`src/rtl/osc_pkg.sv`:
```
`default_nettype none
// ============================================================================
//  Module      : osc_pkg
//  Description : Shared definitions for the gated oscillator divider:
//                per-channel state encoding, default build constants and a
//                helper that locates a channel's field in a packed bus.
//  Revision    : 1.0 - initial release
// ============================================================================
package osc_pkg;

    // Default build constants for the divider block
    localparam int c_def_nch         = 4;
    localparam int c_def_div_w       = 8;
    localparam int c_def_cnt_w       = 8;
    localparam int c_def_sync_stages = 2;

    // Per-channel controller state
    //   IDLE      : output parked low, waiting for a synchronised enable
    //   RUN       : divider toggling, enable present
    //   STOP_PEND : enable gone, finishing the current period
    //   DONE      : burst complete, waiting for the enable to drop
    typedef enum logic [1:0] {
        IDLE      = 2'd0,
        RUN       = 2'd1,
        STOP_PEND = 2'd2,
        DONE      = 2'd3
    } osc_state_t;

    // Low bit index of channel 'chan' inside a packed bus of 'width'-bit fields
    function automatic int slice_lo(input int chan, input int width);
        return chan * width;
    endfunction

endpackage : osc_pkg
`default_nettype wire

```
`src/rtl/osc_div_chan.sv`:
```
`default_nettype none
// ============================================================================
//  Module      : osc_div_chan
//  Description : One channel of the gated oscillator divider. Synchronises
//                the asynchronous enable, runs a 50% duty divider with a
//                programmable half-period and optionally stops itself after
//                a fixed number of pulses. Start and stop only happen at
//                period boundaries so the output never carries a runt pulse.
//  Revision    : 1.0 - initial release
// ============================================================================
module osc_div_chan
    import osc_pkg::*;
#(
    parameter int DIV_W       = c_def_div_w,
    parameter int CNT_W       = c_def_cnt_w,
    parameter int SYNC_STAGES = c_def_sync_stages
) (
    input  logic             clk,
    input  logic             rst_n,
    input  logic             en_i,
    input  logic [DIV_W-1:0] div_i,
    input  logic [CNT_W-1:0] burst_i,
    output logic             out_o,
    output logic             active_o,
    output logic             done_o
);

    localparam logic [DIV_W-1:0] c_cnt_one  = DIV_W'(1);
    localparam logic [CNT_W-1:0] c_pcnt_one = CNT_W'(1);

    // Enable synchroniser chain; the last stage is the usable enable
    logic [SYNC_STAGES-1:0] r_sync;
    logic                   w_en_s;

    // Channel state and datapath
    osc_state_t       r_state;
    osc_state_t       w_state_nxt;
    logic [DIV_W-1:0] r_cnt;
    logic [DIV_W-1:0] w_cnt_nxt;
    logic [CNT_W-1:0] r_pcnt;
    logic [CNT_W-1:0] w_pcnt_nxt;
    logic [DIV_W-1:0] r_div_q;
    logic [DIV_W-1:0] w_div_nxt;
    logic [CNT_W-1:0] r_burst_q;
    logic [CNT_W-1:0] w_burst_nxt;
    logic             r_out;
    logic             w_out_nxt;
    logic             r_done;
    logic             w_done_nxt;
    logic             r_active;

    // Free-running divider step, shared by every state that keeps it going
    logic             w_wrap;
    logic             w_eop;
    logic             w_burst_hit;
    logic [DIV_W-1:0] w_step_cnt;
    logic             w_step_out;
    logic [CNT_W-1:0] w_step_pcnt;

    assign w_en_s = r_sync[SYNC_STAGES-1];

    // Half-period boundary: the counter has reached the latched divide value
    assign w_wrap = (r_cnt == r_div_q);

    // End of a full period: low phase finishing, output would rise next
    assign w_eop = w_wrap && !r_out;

    // Burst length reached; a zero burst length means run forever
    assign w_burst_hit = (r_burst_q != '0) && (r_pcnt == r_burst_q);

    assign w_step_cnt  = w_wrap ? '0 : (r_cnt + c_cnt_one);
    assign w_step_out  = w_wrap ? ~r_out : r_out;
    // A pulse is counted when its high phase ends (falling edge)
    assign w_step_pcnt = (w_wrap && r_out) ? (r_pcnt + c_pcnt_one) : r_pcnt;

    // Shift the raw enable through the synchroniser
    always_ff @(posedge clk or negedge rst_n) begin
        if (!rst_n) begin
            r_sync <= '0;
        end else begin
            r_sync <= {r_sync[SYNC_STAGES-2:0], en_i};
        end
    end

    // Next-state, divider and configuration-latch decisions
    always_comb begin
        w_state_nxt = r_state;
        w_cnt_nxt   = r_cnt;
        w_pcnt_nxt  = r_pcnt;
        w_out_nxt   = r_out;
        w_div_nxt   = r_div_q;
        w_burst_nxt = r_burst_q;
        w_done_nxt  = 1'b0;

        case (r_state)
            IDLE: begin
                w_cnt_nxt  = '0;
                w_pcnt_nxt = '0;
                w_out_nxt  = 1'b0;
                if (w_en_s) begin
                    // Configuration is frozen here for the whole run
                    w_state_nxt = RUN;
                    w_out_nxt   = 1'b1;
                    w_div_nxt   = div_i;
                    w_burst_nxt = burst_i;
                end
            end

            RUN: begin
                if (w_eop && w_burst_hit) begin
                    w_state_nxt = DONE;
                    w_cnt_nxt   = '0;
                    w_out_nxt   = 1'b0;
                    w_done_nxt  = 1'b1;
                end else begin
                    w_cnt_nxt  = w_step_cnt;
                    w_out_nxt  = w_step_out;
                    w_pcnt_nxt = w_step_pcnt;
                    if (!w_en_s) begin
                        w_state_nxt = STOP_PEND;
                    end
                end
            end

            STOP_PEND: begin
                if (w_eop && w_burst_hit) begin
                    // Burst completion takes priority over a plain stop
                    w_state_nxt = DONE;
                    w_cnt_nxt   = '0;
                    w_out_nxt   = 1'b0;
                    w_done_nxt  = 1'b1;
                end else if (w_en_s) begin
                    // Enable came back: resume without touching the waveform
                    w_state_nxt = RUN;
                    w_cnt_nxt   = w_step_cnt;
                    w_out_nxt   = w_step_out;
                    w_pcnt_nxt  = w_step_pcnt;
                end else if (w_eop) begin
                    // Period finished: park low instead of rising again
                    w_state_nxt = IDLE;
                    w_cnt_nxt   = '0;
                    w_pcnt_nxt  = '0;
                    w_out_nxt   = 1'b0;
                end else begin
                    w_cnt_nxt  = w_step_cnt;
                    w_out_nxt  = w_step_out;
                    w_pcnt_nxt = w_step_pcnt;
                end
            end

            DONE: begin
                w_out_nxt = 1'b0;
                // A new burst requires the enable to be released first
                if (!w_en_s) begin
                    w_state_nxt = IDLE;
                    w_cnt_nxt   = '0;
                    w_pcnt_nxt  = '0;
                end
            end

            default: begin
                w_state_nxt = IDLE;
                w_cnt_nxt   = '0;
                w_pcnt_nxt  = '0;
                w_out_nxt   = 1'b0;
            end
        endcase
    end

    // Register state, datapath and all outputs
    always_ff @(posedge clk or negedge rst_n) begin
        if (!rst_n) begin
            r_state   <= IDLE;
            r_cnt     <= '0;
            r_pcnt    <= '0;
            r_div_q   <= '0;
            r_burst_q <= '0;
            r_out     <= 1'b0;
            r_done    <= 1'b0;
            r_active  <= 1'b0;
        end else begin
            r_state   <= w_state_nxt;
            r_cnt     <= w_cnt_nxt;
            r_pcnt    <= w_pcnt_nxt;
            r_div_q   <= w_div_nxt;
            r_burst_q <= w_burst_nxt;
            r_out     <= w_out_nxt;
            r_done    <= w_done_nxt;
            r_active  <= (w_state_nxt != IDLE);
        end
    end

    assign out_o    = r_out;
    assign active_o = r_active;
    assign done_o   = r_done;

endmodule : osc_div_chan
`default_nettype wire

```
`src/rtl/osc_div_gate.sv`:
```
`default_nettype none
// ============================================================================
//  Module      : osc_div_gate
//  Description : Multi-channel gated clock divider and burst generator for
//                the oscillator output path. Each channel is independent and
//                takes its divide ratio and burst length from its own field
//                of the packed configuration buses.
//  Revision    : 1.0 - initial release
// ============================================================================
module osc_div_gate
    import osc_pkg::*;
#(
    parameter int NCH         = c_def_nch,
    parameter int DIV_W       = c_def_div_w,
    parameter int CNT_W       = c_def_cnt_w,
    parameter int SYNC_STAGES = c_def_sync_stages
) (
    input  logic                 clk,
    input  logic                 rst_n,
    input  logic [NCH-1:0]       en_i,
    input  logic [NCH*DIV_W-1:0] div_i,
    input  logic [NCH*CNT_W-1:0] burst_i,
    output logic [NCH-1:0]       out_o,
    output logic [NCH-1:0]       active_o,
    output logic [NCH-1:0]       done_o
);

    // One self-contained channel per output, no shared timing between them
    for (genvar g = 0; g < NCH; g++) begin : g_chan
        osc_div_chan #(
            .DIV_W       (DIV_W),
            .CNT_W       (CNT_W),
            .SYNC_STAGES (SYNC_STAGES)
        ) u_chan (
            .clk      (clk),
            .rst_n    (rst_n),
            .en_i     (en_i[g]),
            .div_i    (div_i[slice_lo(g, DIV_W) +: DIV_W]),
            .burst_i  (burst_i[slice_lo(g, CNT_W) +: CNT_W]),
            .out_o    (out_o[g]),
            .active_o (active_o[g]),
            .done_o   (done_o[g])
        );
    end

endmodule : osc_div_gate
`default_nettype wire

```
`config.mk`:
```
export PLATFORM = sky130hd
export DESIGN_NAME = osc_div_gate
export DESIGN_NICKNAME = d
export VERILOG_FILES = /design/src/rtl/osc_pkg.sv /design/src/rtl/osc_div_chan.sv /design/src/rtl/osc_div_gate.sv
export SDC_FILE = /design/constraint.sdc
export NUM_CORES = 1
export LEC_CHECK = 0
export CORE_MARGIN = 2
export CORE_UTILIZATION = 52
export CTS_CLUSTER_DIAMETER = 200
export DETAILED_ROUTE_END_ITERATION = 6
export PLACE_DENSITY = 0.88
export SLEW_MARGIN = 20
export SYNTH_ARGS = -nofsm -noshare
export SYNTH_HDL_FRONTEND = slang
export SYNTH_SLANG_ARGS = --single-unit
export TNS_END_PERCENT = 5
```
`constraint.sdc`:
```
create_clock -name clk -period 1.8 [get_ports clk]
set_input_delay 0.27 -clock clk [delete_from_list [all_inputs] [get_ports clk]]
set_output_delay 0.27 -clock clk [all_outputs]
set_load 0.005 [all_outputs]
```
# Yosys cells after proc, flatten, opt, wreduce, memory -nomap -nowiden

Index checks and enable logic that the tools add are counted.

Input bits: 70
Output and inout bits: 12
Memories kept: 0
Bits in latches: 0
Bits in read-only memories: 0
Register bits: 156
Bits in writable memories: 0
Word-level logic and storage cells: 244

Bitwise logic cells: 4
Reduce and logical (&&, ||, !) cells: 44
$mul: 0
Add/subtract/negate cells: 8
Shifts and indexed selects: 0
Order comparisons: 0
Div/mod/pow operators: 0
Eq/ne operators: 32
Mux-type cells: 120

Operator list:

| kind                | number |
|---|---|
| $mux 8              | 44 |
| $pmux 8 s4          | 8 |
| $add 8x1->8 const B | 8 |
| $eq 8x8->1          | 8 |
| $mux 2              | 28 |
| $mux 1              | 32 |
| $pmux 2 s4          | 4 |
| $reduce_bool 8->1   | 4 |
| $ne 2x2->1 const B  | 12 |
| $eq 2x2->1 const B  | 8 |
| $logic_and 1x1->1   | 16 |
| $pmux 1 s4          | 4 |
| $reduce_and 3->1    | 4 |
| $eq 2x1->1 const B  | 4 |
| $logic_not 2->1     | 4 |
| $reduce_and 2->1    | 4 |
| $reduce_bool 2->1   | 4 |
| $reduce_or 2->1     | 4 |
| $logic_not 1->1     | 4 |
| $not 1->1           | 4 |

# Logic depth before layout (Yosys ltp)

Depth in word-level cells: 7
Mapped depth: 9
Gate-level depth less buffers: 8

# By module

Synthesis repeated with hierarchy kept, for this count alone.

Cells, all modules: 773
Area, all modules: 8374.3 µm²

Modules (own cells, without submodules):

| module                               | seq. area each (µm²) | times used | cells an instance | area each (µm²) |
|---|---|---|---|---|
| osc_div_chan at g_chan[1].u_chan ... | 975.9                | 2          | 188               | 2049.5 |
| osc_div_chan at g_chan[0].u_chan     | 975.9                | 1          | 209               | 2250.9 |
| osc_div_chan at g_chan[3].u_chan     | 975.9                | 1          | 188               | 2024.4 |

# Worst setup path before layout

Ideal clock, no wire load.

Path kind: register -> register
Start point: register g_chan[1].u_chan.r_cnt[3]
End point: register g_chan[1].u_chan.r_pcnt[0]
Clock period less this slack: 1941 ps
Path slack: -141 ps
Required time: 1667 ps
Buffers on the path: 0
Cell stages (with the launch flop): 7
Arrival: 1808 ps
Cell sequence: dfrtp_1 -> xnor2_1 -> nand4_2 -> or3_4 -> o31a_1 -> o31ai_4 -> nor2_1

Word-level cells in the longest chain between the ends: 7
Elaborated cells on any way between the ends: 13
Classes of those cells: eq/ne: 3; mux: 6; reduce/logical: 4

RTL lines:

| item                   | line                | source |
|---|---|---|
| from (decl)            | osc_div_chan.sv:38  | `logic [DIV_W-1:0] r_cnt;` |
| from (signal assigned) | osc_div_chan.sv:183 | `r_cnt <= w_cnt_nxt;` |
| $eq 8x8->1 *           | osc_div_chan.sv:63  | `assign w_wrap = (r_cnt == r_div_q);` |
| $logic_and 1x1->1      | osc_div_chan.sv:74  | `assign w_step_pcnt = (w_wrap && r_out) ? (r_pcnt + c_pcnt_one) : r_pcnt;` |
| $mux 8                 | osc_div_chan.sv:74  |  |
| $mux 8                 | osc_div_chan.sv:138 | `end else if (w_eop) begin` |
| $mux 8                 | osc_div_chan.sv:132 | `end else if (w_en_s) begin` |
| $mux 8                 | osc_div_chan.sv:126 | `if (w_eop && w_burst_hit) begin` |
| $pmux 8 s4             | osc_div_chan.sv:95  | `case (r_state)` |
| to (signal assigned)   | osc_div_chan.sv:184 | `r_pcnt <= w_pcnt_nxt;` |
| to (decl)              | osc_div_chan.sv:40  | `logic [CNT_W-1:0] r_pcnt;` |

Mark *: on every way between the ends. The rest lies on a longest branch, timed or not. The select of a mux whose other input is x is not followed.
A chain may end at the register's enable or synchronous reset.

# Worst setup path after layout

Start point: register g_chan[1].u_chan.r_div_q[4]
End point: register g_chan[1].u_chan.r_active

Word-level cells in the longest chain between the ends: 7
Elaborated cells on any way between the ends: 9
Classes of those cells: eq/ne: 1; mux: 5; reduce/logical: 3

RTL lines:

| item                                | line                | source |
|---|---|---|
| from (decl)                         | osc_div_chan.sv:42  | `logic [DIV_W-1:0] r_div_q;` |
| from (signal assigned)              | osc_div_chan.sv:185 | `r_div_q <= w_div_nxt;` |
| $eq 8x8->1 *                        | osc_div_chan.sv:63  |  |
| $logic_and 1x1->1 *                 | osc_div_chan.sv:66  | `assign w_eop = w_wrap && !r_out;` |
| $mux 2                              | osc_div_chan.sv:138 |  |
| $mux 2                              | osc_div_chan.sv:132 |  |
| $mux 2                              | osc_div_chan.sv:126 |  |
| $pmux 2 s4 *                        | osc_div_chan.sv:95  |  |
| net g_chan[1].u_chan.w_state_nxt[1] | osc_div_chan.sv:37  | `osc_state_t w_state_nxt;` |
| $reduce_bool 2->1 *                 | osc_div_chan.sv:189 | `r_active <= (w_state_nxt != IDLE);` |
| to (signal assigned)                | osc_div_chan.sv:189 |  |
| to (decl)                           | osc_div_chan.sv:50  | `logic r_active;` |

The timed path passes the listed nets; every way through them passes the cells marked *.

==> impl_metrics.json <==
{
  "antenna_found_initial": 0,
  "cap_viol_max_count": 0,
  "required_ns": 2.11,
  "dr.max_layer_used": "met4",
  "drc": 0,
  "synth_async_sr_flop_share_pct": 100,
  "synth.top_cell.area_share_pct": 47.2,
  "die_h_um": 130,
  "tightest_slew_ns": 0.580,
  "outcome": "finished with violations",
  "max_slew_margin_pct": 60.3,
  "crit_path_start_kind": "register",
  "fmax_ghz": 0.484,
  "violations": "setup timing",
  "min_path_type": "in -> reg",
  "syn2layout_area_growth_pct": 32.1,
  "yosysTopAreaCell": "dfrtp_1",
  "core_area_mm2": 0.0157,
  "vias_per_cell": 5.47,
  "synth_most_common_cell": "dfrtp_1",
  "power_density_mw_per_mm2": 1380,
  "drive_above_1_share_pct": 27.5,
  "synthTopCellsByCount": "156 x dfrtp_1, 74 x nand2_1, 69 x nor2_1, 66 x mux2_2, 47 x xor2_1",
  "grt_pass1_vias": 6674,
  "wl_um": 19100,
  "first_pass_iters": 5,
  "ant_nets": 0,
  "clkPwrFrac_pct": 23.1,
  "clockRootBuffer": "clkbuf_16",
  "cts.sinks": 156,
  "p_seq_share_pct": 35.3,
  "grt_pass1_wl_um": 31300,
  "htreeDepth": 4,
  "wire_per_inst_um": 15.7,
  "drtIter0Drc": 370,
  "synth_cell_types": 63,
  "ys.flop_type": "dfrtp_1",
  "p_int_w": 0.00975,
  "diodes": 0,
  "grt.overflow.total": 0,
  "clock_latency_ns": 0.43,
  "place.gp.congestion": 0.857,
  "avgSynthCellArea_um2": 10.5,
  "grt.total_usage_pct": 23.3,
  "whs_ns": 0.274,
  "fp.dieArea_mm2": 0.0169,
  "period_share_pct": 115,
  "synth-seq-cells": 156,
  "synthXorXnorAreaFrac_pct": 9.72,
  "rsz0062_at_grt": "true",
  "hold_viol_final": 0,
  "power_switching_w": 0.00536,
  "synth_mux_area_share_pct": 10.6,
  "cts_tree": "built",
  "initial_utilization_pct": 52.7,
  "vias": 6633,
  "synth_nets": 889,
  "cts.reportedPaths.clkPinSlew_ns": 0.07,
  "nets": 1082,
  "synth_area_leaders": "dfrtp_1 47%, mux2_2 9.0%, xor2_1 5.0%",
  "wl_met2_um": 9650,
  "synth_compound_area_share_pct": 8.98,
  "fp.dieW_um": 130,
  "end_kind": "register",
  "cts_buffers": 17,
  "final-setup-viol-count": 44,
  "cp.arrival_ns": 2.38,
  "dp_slack_ns": -0.205,
  "synth_edf_count": 0,
  "leakagePower_nw": 4.82,
  "postSynthCellCount": 791,
  "setup_slack_ns": -0.264,
  "cts_buffer_depth": 2,
  "layout_min_cycle_time_ns": 2.06,
  "grt_max_degree": 54,
  "wl_met3_um": 849,
  "synth-seq-area-share_pct": 47.2,
  "swShare_pct": 35.5,
  "combPwrFrac_pct": 41.7,
  "path_class": "reg -> reg",
  "wl_met1_um": 8090,
  "synthAdderAreaFrac_pct": 4.23,
  "yosys.area_share.simple_pct": 16.4,
  "hpwl_um": 13100,
  "slew_violations": 0,
  "ir_worst_vdd_mv": 0.775,
  "netlist_area_mm2": 0.00828,
  "ys_warn_count": 0,
  "io_buffer_count": 81,
  "cp_max_fo": 4,
  "skew_ns": 0.0124,
  "rows": 46,
  "ios": 82,
  "synth_top_family_by_area": "simple AND/OR/NAND/NOR gates"
}
-- what timing repair did --
item / 4_1_cts / 5_1_grt
gates resized for setup: 20 / 29
pin swaps: 17 / 15
setup buffers: 2 / 4
endpoints found under the hold margin: 29 / 0
hold buffers: 1 / 0
setup endpoints to repair: 57 / 68
-- cells in the final DEF (no fill, tap or decap), drive strengths merged, types with 3 or more instances in the layout --
master,synthesis,routed
o22ai,3,3
xnor2,44,44
or3,6,6
clkinv,0,7
o22a,3,3
mux2i,13,13
nand2,74,74
and2,9,9
nand2b,6,6
o32ai,4,4
nor2,70,70
dfrtp,156,156
mux2,66,66
buf,13,123
o31ai,6,6
inv,23,28
o31a,3,3
a21o,3,3
a31oi,4,4
or2,4,4
ha,28,28
clkbuf,17,17
nor3,15,15
and3,11,11
o21a,3,3
o21ai,42,42
xor2,47,47
a21oi,19,19
nand3,28,28
nand4,22,22
nor4,20,20
clkdlybuf4s50,0,80
-- kinds of logic after synthesis --
group / after synthesis
compound gates: 112
xor+xnor: 91
fa+ha+maj: 28
buf+inv: 53
flops: 156
mux: 79
simple gates: 272
-- power groups by stage --
stage               Sequential [W]  Clock (W)  Combinational, W
global placement           0.00529          0           0.00558
finish                     0.00533    0.00349           0.00629
global route               0.00544    0.00369           0.00686
detailed placement         0.00536          0           0.00577
floorplan                  0.00518          0           0.00385
CTS                        0.00531    0.00354           0.00599
-- critical path, stage by stage (launching register included) --
cell	delay (ns)
dfrtp_1	0.42
xnor2_2	0.16
nand4_1	0.15
or3_4	0.45
a32oi_1	0.33
o31ai_2	0.15
or2_2	0.29
-- metal layers --
| layer | global-route usage [%] | vias to the layer above |
|---|---|---|
| met5 | 0 | - |
| met4 | 9.93 | 0 |
| met3 | 4.47 | 42 |
| met2 | 39.4 | 208 |
| met1 | 29.4 | 3220 |
| li1 | - | 3163 |
-- state kept, by name (all words and copies together) (netlist names) --
signal and count:
g_chan.u_chan.r_sync 8, g_chan.u_chan.r_burst_q 32, g_chan.u_chan.out_o 4, g_chan.u_chan.r_state 8, g_chan.u_chan.r_pcnt 32, g_chan.u_chan.r_cnt 32, g_chan.u_chan.active_o 4, g_chan.u_chan.r_div_q 32
g_chan.u_chan.done_o 4
-- path summary, 6_finish.rpt --
path	from	cells after the start	to	slack, ns
setup / recovery	g_chan[1].u_chan.r_div_q[4]	6	g_chan[1].u_chan.active_o	-0.26
setup reg to reg	g_chan[1].u_chan.r_div_q[4]	6	g_chan[1].u_chan.active_o	-0.26
max in group asynchronous	rst_n	3	g_chan[2].u_chan.r_cnt[0]	0.92
min in group asynchronous	rst_n	2	g_chan[3].u_chan.r_div_q[1]	0.28
hold / removal	en_i[2]	1	g_chan[2].u_chan.r_sync[0]	0.27
hold reg to reg	g_chan[3].u_chan.r_sync[0]	0	g_chan[3].u_chan.r_sync[1]	0.35
-- area by class of cell --
cell class	instances	area, um2
clock buffers	17	425
clock inverters	15	141
fillers	1067	4780
inverters	23	86.3
multi-input cells	582	4320
flip-flops and latches	156	3900
well taps	216	270
repair buffers	204	1790
-- per-stage QoR --
stage | instance area, um2 | setup TNS [ns] | total power [W] | instances | utilization, %
4_1_cts | 10800 | -4.86 | 0.0148 | 1209 | 68.6
3_5_place_dp | 10100 | -5.97 | 0.0111 | 1174 | 64.3
2_1_floorplan | 8280 | -2.09 | 0.00902 | 791 | -
5_1_grt | 10900 | -10.91 | 0.0160 | 1213 | 69.6
6_report | 10900 | -6.19 | 0.0151 | 1213 | 69.6
3_3_place_gp | 10100 | -3.62 | 0.0109 | 1174 | 64.3
No activity file was read; power rests on OpenSTA's default activity.
